==> src/rtl/uart_rx_echo.sv <==
// 8N1 UART receiver (LSB first) that re-transmits every correctly framed byte on DI.
// Receiver and transmitter are independent FSMs; a byte completing while an echo is busy is dropped.
module uart_rx_echo #(
    parameter int BIT_CLKS  = 5200,
    parameter int HALF_CLKS = BIT_CLKS / 2
) (
    input  logic CLK,
    input  logic RST_N,
    input  logic Rx,
    output logic DI,
    output logic enviando
);

    localparam int CW = (BIT_CLKS > 2) ? $clog2(BIT_CLKS) : 1;
    localparam logic [CW-1:0] BIT_LAST  = CW'(BIT_CLKS - 1);
    localparam logic [CW-1:0] HALF_LAST = CW'(HALF_CLKS - 1);

    typedef enum logic [2:0] {
        R_IDLE, R_START, R_DATA, R_STOP, R_WAIT_HIGH
    } rx_state_t;

    typedef enum logic [1:0] {
        T_IDLE, T_START, T_DATA, T_STOP
    } tx_state_t;

    // Synchroniser flops reset to the idle line level so reset release never looks like a start bit.
    logic rx_meta, rx_s;

    rx_state_t      rx_state, rx_state_n;
    logic [CW-1:0]  rx_cnt, rx_cnt_n;
    logic [2:0]     rx_bit, rx_bit_n;
    logic [7:0]     rx_shreg, rx_shreg_n;
    logic           byte_ok;

    tx_state_t      tx_state, tx_state_n;
    logic [CW-1:0]  tx_cnt, tx_cnt_n;
    logic [2:0]     tx_bit, tx_bit_n;
    logic [7:0]     tx_data, tx_data_n;

    always_ff @(posedge CLK or negedge RST_N) begin
        if (!RST_N) begin
            rx_meta  <= 1'b1;
            rx_s     <= 1'b1;
            rx_state <= R_IDLE;
            rx_cnt   <= '0;
            rx_bit   <= '0;
            rx_shreg <= '0;
            tx_state <= T_IDLE;
            tx_cnt   <= '0;
            tx_bit   <= '0;
            tx_data  <= '0;
        end else begin
            rx_meta  <= Rx;
            rx_s     <= rx_meta;
            rx_state <= rx_state_n;
            rx_cnt   <= rx_cnt_n;
            rx_bit   <= rx_bit_n;
            rx_shreg <= rx_shreg_n;
            tx_state <= tx_state_n;
            tx_cnt   <= tx_cnt_n;
            tx_bit   <= tx_bit_n;
            tx_data  <= tx_data_n;
        end
    end

    always_comb begin
        rx_state_n = rx_state;
        rx_cnt_n   = rx_cnt + 1'b1;
        rx_bit_n   = rx_bit;
        rx_shreg_n = rx_shreg;
        byte_ok    = 1'b0;
        unique case (rx_state)
            R_IDLE: begin
                rx_cnt_n = '0;
                if (!rx_s) rx_state_n = R_START;
            end
            R_START: begin
                if (rx_cnt == HALF_LAST) begin
                    rx_cnt_n   = '0;
                    rx_bit_n   = '0;
                    rx_state_n = rx_s ? R_IDLE : R_DATA;
                end
            end
            R_DATA: begin
                if (rx_cnt == BIT_LAST) begin
                    rx_cnt_n   = '0;
                    rx_shreg_n = {rx_s, rx_shreg[7:1]};
                    rx_bit_n   = rx_bit + 1'b1;
                    if (rx_bit == 3'd7) rx_state_n = R_STOP;
                end
            end
            R_STOP: begin
                if (rx_cnt == BIT_LAST) begin
                    rx_cnt_n = '0;
                    if (rx_s) begin
                        byte_ok    = 1'b1;
                        rx_state_n = R_IDLE;
                    end else begin
                        rx_state_n = R_WAIT_HIGH;
                    end
                end
            end
            R_WAIT_HIGH: begin
                rx_cnt_n = '0;
                if (rx_s) rx_state_n = R_IDLE;
            end
            default: rx_state_n = R_IDLE;
        endcase
    end

    always_comb begin
        tx_state_n = tx_state;
        tx_cnt_n   = tx_cnt + 1'b1;
        tx_bit_n   = tx_bit;
        tx_data_n  = tx_data;
        unique case (tx_state)
            T_IDLE: begin
                tx_cnt_n = '0;
                if (byte_ok) begin
                    tx_data_n  = rx_shreg;
                    tx_state_n = T_START;
                end
            end
            T_START: begin
                if (tx_cnt == BIT_LAST) begin
                    tx_cnt_n   = '0;
                    tx_bit_n   = '0;
                    tx_state_n = T_DATA;
                end
            end
            T_DATA: begin
                if (tx_cnt == BIT_LAST) begin
                    tx_cnt_n = '0;
                    tx_bit_n = tx_bit + 1'b1;
                    if (tx_bit == 3'd7) tx_state_n = T_STOP;
                end
            end
            T_STOP: begin
                if (tx_cnt == BIT_LAST) begin
                    tx_cnt_n   = '0;
                    tx_state_n = T_IDLE;
                end
            end
            default: tx_state_n = T_IDLE;
        endcase
    end

    // Line level is a pure decode of the transmitter state, so reset forces it high at once.
    always_comb begin
        DI       = 1'b1;
        enviando = (tx_state != T_IDLE);
        if (tx_state == T_START)     DI = 1'b0;
        else if (tx_state == T_DATA) DI = tx_data[tx_bit];
    end

endmodule

==> config.mk <==
export PLATFORM = sky130hd
export DESIGN_NAME = uart_rx_echo
export DESIGN_NICKNAME = d
export VERILOG_FILES = /design/src/rtl/uart_rx_echo.sv
export SDC_FILE = /design/constraint.sdc
export NUM_CORES = 1
export LEC_CHECK = 0
export CORE_MARGIN = 3
export CORE_UTILIZATION = 43
export CTS_CLUSTER_SIZE = 25
export DETAILED_ROUTE_END_ITERATION = 10
export PLACE_DENSITY_LB_ADDON = 0.3
export SETUP_SLACK_MARGIN = 0.05
export SKIP_LAST_GASP = 1
export SYNTH_ARGS = -nofsm -noshare
export SYNTH_HDL_FRONTEND = slang
export SYNTH_SLANG_ARGS = --single-unit
==> constraint.sdc <==
create_clock -name CLK -period 4.7 [get_ports CLK]
set_input_delay 0.94 -clock CLK [delete_from_list [all_inputs] [get_ports CLK]]
set_output_delay 0.94 -clock CLK [all_outputs]
set_load 0.01 [all_outputs]
; After elaboration in Yosys (flattened, before gate mapping)
; Index checks and enable logic that the tools add are counted.
[word_totals]
ff_bits = 55
inputBits = 3
output_inout_bits = 2
word_cells = 85
[op_classes]
n_reduce_logical = 14
order_cmp = 1
n_mux = 33
eq_ne = 23
n_addsub = 4
[ops]
columns = cell, n
row1 = two-way mux 13 bit, 3
row2 = one-hot mux 13 bit (3 select lines), 1
row3 = two-way mux 3 bit, 11
row4 = adder 13 x 1 -> 13 bit (second input constant), 2
row5 = == test 13 bit (second input constant), 2
row6 = one-hot mux 13 bit (2 select lines), 1
row7 = inequality test 2 bit (second input constant), 11
row8 = one-hot mux 3 bit (5 select lines), 1
row9 = == test 13 x 12 -> 1 bit (second input constant), 1
row10 = two-way mux 2 bit, 6
row11 = one-hot mux 3 bit (2 select lines), 2
row12 = == test 3 bit (second input constant), 3
row13 = one-hot mux 2 bit (4 select lines), 1
row14 = adder 3 x 1 -> 3 bit (second input constant), 2
row15 = == test 3 x 2 -> 1 bit (second input constant), 2
row16 = two-way mux 1 bit, 6
row17 = AND reduction 3 bit, 2
row18 = AND reduction 6 bit, 1
row19 = nonzero test 2 bit, 3
row20 = AND reduction 5 bit, 1
row21 = == test 2 bit (second input constant), 2
row22 = < comparator 3 x 4 -> 1 bit (second input constant), 1
row23 = AND reduction 2 bit, 2
row24 = OR reduction 2 bit, 2
row25 = 6 further kinds, 6

; Logic depth before layout (Yosys ltp)
[depth]
ltp_word = 5
depth_mapped = 7
ltp_nobuf = 6

; Worst setup path after synthesis
; OpenSTA, ideal clock, no wires.
[synth_path]
kind = reg-to-output
startpoint = reg tx_bit[0]
endpoint = out DI
path_stages_with_launch = 4
path_buffers = 0
required_time_ns = 3.760
t_arrival_ns = 1.148
slack_ns = 2.612
path_cell_list = dfrtp_1 -> mux4_2 -> mux2i_1 -> a21oi_1
[synth_between]
elab_chain_len = 4
[synth_lines]
columns = element, line_no
row1 = from (decl), 37  ; logic [2:0] tx_bit, tx_bit_n;
row2 = from (signal assigned), 61  ; tx_bit <= tx_bit_n;
row3 = binary-select mux 1 bit (select 3 bit), 153  ; else if (tx_state == T_DATA) DI = tx_data[tx_bit];
row4 = two-way mux 1 bit (implied by the code), 153
row5 = two-way mux 1 bit, 153
row6 = two-way mux 1 bit, 152  ; if (tx_state == T_START) DI = 1'b0;
row7 = to (decl), 10  ; output logic DI,
; No other way between the ends. The select of a mux whose other input is x is not followed.

; Worst setup path in the final report
; Ends and elaborated chain as after synthesis.

==> results.sh <==
export IMPL_vias_per_cell=5.297
export IMPL_ff2ff_path_depth=5
export IMPL_htreeDepth=2
export IMPL_clockRootBuffer="clkbuf_8"
export IMPL_crit_chain="mux4_2 > mux2i_1 > a21oi_1 > clkdlybuf4s50_1"
export IMPL_fin_crit_ns=2.961
export IMPL_arrival_ns=2.02
export IMPL_fp_row_count=27
export IMPL_slowest_stage="mux4_2"
export IMPL_insertion_delay_ns=0.31
export IMPL_relSlewSlack_pct=54.86
export IMPL_top_layer="met4"
export IMPL_numClockSinks=55
export IMPL_ir_drop_uv=204.8
export IMPL_r2r_end="rx_bit[0]$_DFFE_PN0P_"
export IMPL_num_io_pins=5
export IMPL_hp_class="reg2reg"
export IMPL_drt_wl_total_mm=4.166
export IMPL_cp_required_ns=3.76
export IMPL_r2r_start="rx_cnt[4]$_DFF_PN0_"
export IMPL_grt_max_degree=56
export IMPL_cap_violations=0
export IMPL_vias=1642
export IMPL_synth_edf_count=0
export IMPL_diodes=0
export IMPL_gp_congestion=0.7826
export IMPL_finalCritPeriodShare_pct=63.00
export IMPL_hold_path_endpoint="rx_s$_DFF_PN1_"
export IMPL_worstSetupEndpointType="output port"
export IMPL_ys_warn_count=0
export IMPL_drtIter0Drc=85
export IMPL_fin_nets=251
export IMPL_start_util_pct=46.07
export IMPL_hold_depth=0
export IMPL_cts_resized=0
export IMPL_power_total_uw=749.8
export IMPL_syn_area_um2=2630
export IMPL_max_stage_delay_ns=0.54
export IMPL_syn_inst=230
export IMPL_drc_errors=0
export IMPL_n_fill_cell=526
export IMPL_gr_usage_all_layers_pct=13.28
export IMPL_path_max_fanout=4
export IMPL_crit_path_start_kind="register"
export IMPL_die_w_um=84.21
export IMPL_avgSynthCellArea_um2=11.43
export IMPL_leakage_uw=0.001291
export IMPL_worstMarginPinSlew_ns=0.6772
export IMPL_cts_tree="yes"
export IMPL_netlist_cell_type_count=43
export IMPL_cts_buffer_depth=2
export IMPL_ant_nets=0
export IMPL_drive_above_1_share_pct=15.13
export IMPL_post_cts_setup_buffers=0
export IMPL_p_per_area_nw_per_um2=264.9
export IMPL_hold_viol_final=0
export IMPL_seq_area_frac_synth_pct=52.43
export IMPL_utilization_pct=49.57
export IMPL_critical_path_class="reg2out"
export IMPL_critPathLaunch="tx_bit[0]$_DFFE_PN0P_"
export IMPL_setup_tns_ns=0
export IMPL_wl_per_cell_um=13.44
export IMPL_area_growth_pct=7.612
export IMPL_slew_viol_final=0
export IMPL_rsz0062_at_grt="false"
export IMPL_ys_flop_type="dfrtp_1"
export IMPL_grt_pass1_wl_mm=7.700
export IMPL_grt_ovfl_total=0
export IMPL_cts_clk_slew_worst_paths_ns=0.10
export IMPL_dr_wl_met3_um=130
export IMPL_skew_ns=0.01648
export IMPL_numCtsBuffers=5
export IMPL_holdCritStartpoint="rx_meta$_DFF_PN1_"
export IMPL_fmax_mhz=337.7
export IMPL_synth_fp_nets=244
export IMPL_grt_pass1_vias=1685
export IMPL_antenna_found_initial=0
export IMPL_async_flop_share_pct=100.0
export IMPL_dr_wl_met2_mm=1.904
export IMPL_dp_hpwl_mm=2.961
export IMPL_die_area_um2=7090
export IMPL_finalSetupViolations=0
export IMPL_core_area_um2=5709
export IMPL_m1WireLength_mm=2.079
export IMPL_drt_pass1_iter_count=4
export IMPL_r2r_setup_slack_ns=2.45
export IMPL_outcome="complete, no violations"
export IMPL_synth_seq_cells=55
export IMPL_hold_buffers=0
export IMPL_die_h_um=84.21
export IMPL_port_buffers=4
## logic make-up (layout without fill, tap and decap cells)
kind of cell | after synthesis | count (layout) | share of synthesized area, %
XOR/XNOR | 22 | 22 | 7.327
multiplexers | 23 | 23 | 10.56
AND/OR/NAND/NOR | 86 | 86 | 17.32
adder cells (fa/ha/maj) | 11 | 11 | 5.233
buffers and inverters | 16 | 24 | 2.474
flip-flops | 55 | 55 | 52.43
AO/OA/AOI/OAI | 17 | 17 | 4.663
## worst max path at each step
stage	to	slack, ns	cells past startpoint
floorplan	DI	2.61	3
global placement	DI	2.10	4
detailed placement	DI	2.08	4
CTS	DI	1.72	4
global route	DI	1.66	4
finish	DI	1.74	4
## per-layer routing
| metal | global-route usage (%) | vias to the layer above |
|---|---|---|
| met5 | 0 | - |
| met4 | 4.386 | 0 |
| met3 | 2.944 | 5 |
| met2 | 21.81 | 20 |
| met1 | 17.45 | 809 |
| li1 | - | 808 |
## layout by cell type, fill, tap and decap left out, drive strengths merged, types with 4 or more instances in the layout
cell,n
clkbuf,5
nor3,4
ha,11
nand3,8
a21oi,6
dfrtp,53
xnor2,13
nand4,5
inv,12
mux2,18
nor2,36
xor2,9
nand2,10
and3,4
## Yosys cell counts, drive strengths merged (3+ instances only)
| library cell | count | area (um2) |
|---|---|---|
| a21oi | 6 | 30.03 |
| and3 | 4 | 25.02 |
| clkbuf | 3 | 11.26 |
| dfrtp | 53 | 1326 |
| ha | 11 | 137.6 |
| inv | 11 | 41.29 |
| mux2 | 18 | 202.7 |
| mux2i | 3 | 30.03 |
| nand2 | 10 | 37.54 |
| nand3 | 8 | 40.04 |
| nand4 | 5 | 31.28 |
| nor2 | 36 | 135.1 |
| nor3 | 4 | 20.02 |
| nor4 | 3 | 33.78 |
| xnor2 | 13 | 113.9 |
| xor2 | 9 | 78.83 |
## flip-flops by register name, summed over array words and instances, names as in the netlist
register	flops
tx_data	8
rx_state	3
tx_cnt	13
rx_shreg	8
rx_bit	3
rx_meta	1
rx_s	1
rx_cnt	13
tx_bit	3
tx_state	2
## per-stage QoR
stage / std cells / hold WS [ns] / area, um2 / setup slack (ns)
after floorplan: 230 / 0.3452 / 2630 / 2.612
after global placement: 302 / 0.3465 / 2739 / 2.102
after detailed placement: 302 / 0.3468 / 2739 / 2.078
after CTS: 310 / 0.3610 / 2830 / 1.716
after global routing: 310 / 0.3663 / 2830 / 1.664
final: 310 / 0.3604 / 2830 / 1.739
## where the power goes
part | internal (uW) | total [uW] | leakage (uW) | switching (uW)
combinational | 1.75 | 10.7 | 0.000495 | 8.90
clock | 107 | 264 | 0.0000485 | 157
sequential | 474 | 475 | 0.000747 | 0.659
## final cells by class
class | count | area [um2] | share of cell area, %
Tap cell | 72 | 90.09 | 3.183
Inverter | 11 | 41.29 | 1.459
Clock inverter | 3 | 22.52 | 0.7958
Multi-Input combinational cell | 159 | 1186 | 41.91
Sequential cell | 55 | 1379 | 48.72
Timing Repair Buffer | 5 | 42.54 | 1.503
Clock buffer | 5 | 68.82 | 2.431
## critical path: cells and delay by family, from the launching register on
| kind | cells | cell delay [ns] |
|---|---|---|
| muxes | 2 | 0.69 |
| buffers and inverters | 1 | 0.48 |
| DFF | 1 | 0.46 |
| AOI/OAI and AO/OA | 1 | 0.08 |
(Power assumes the default switching activity.)
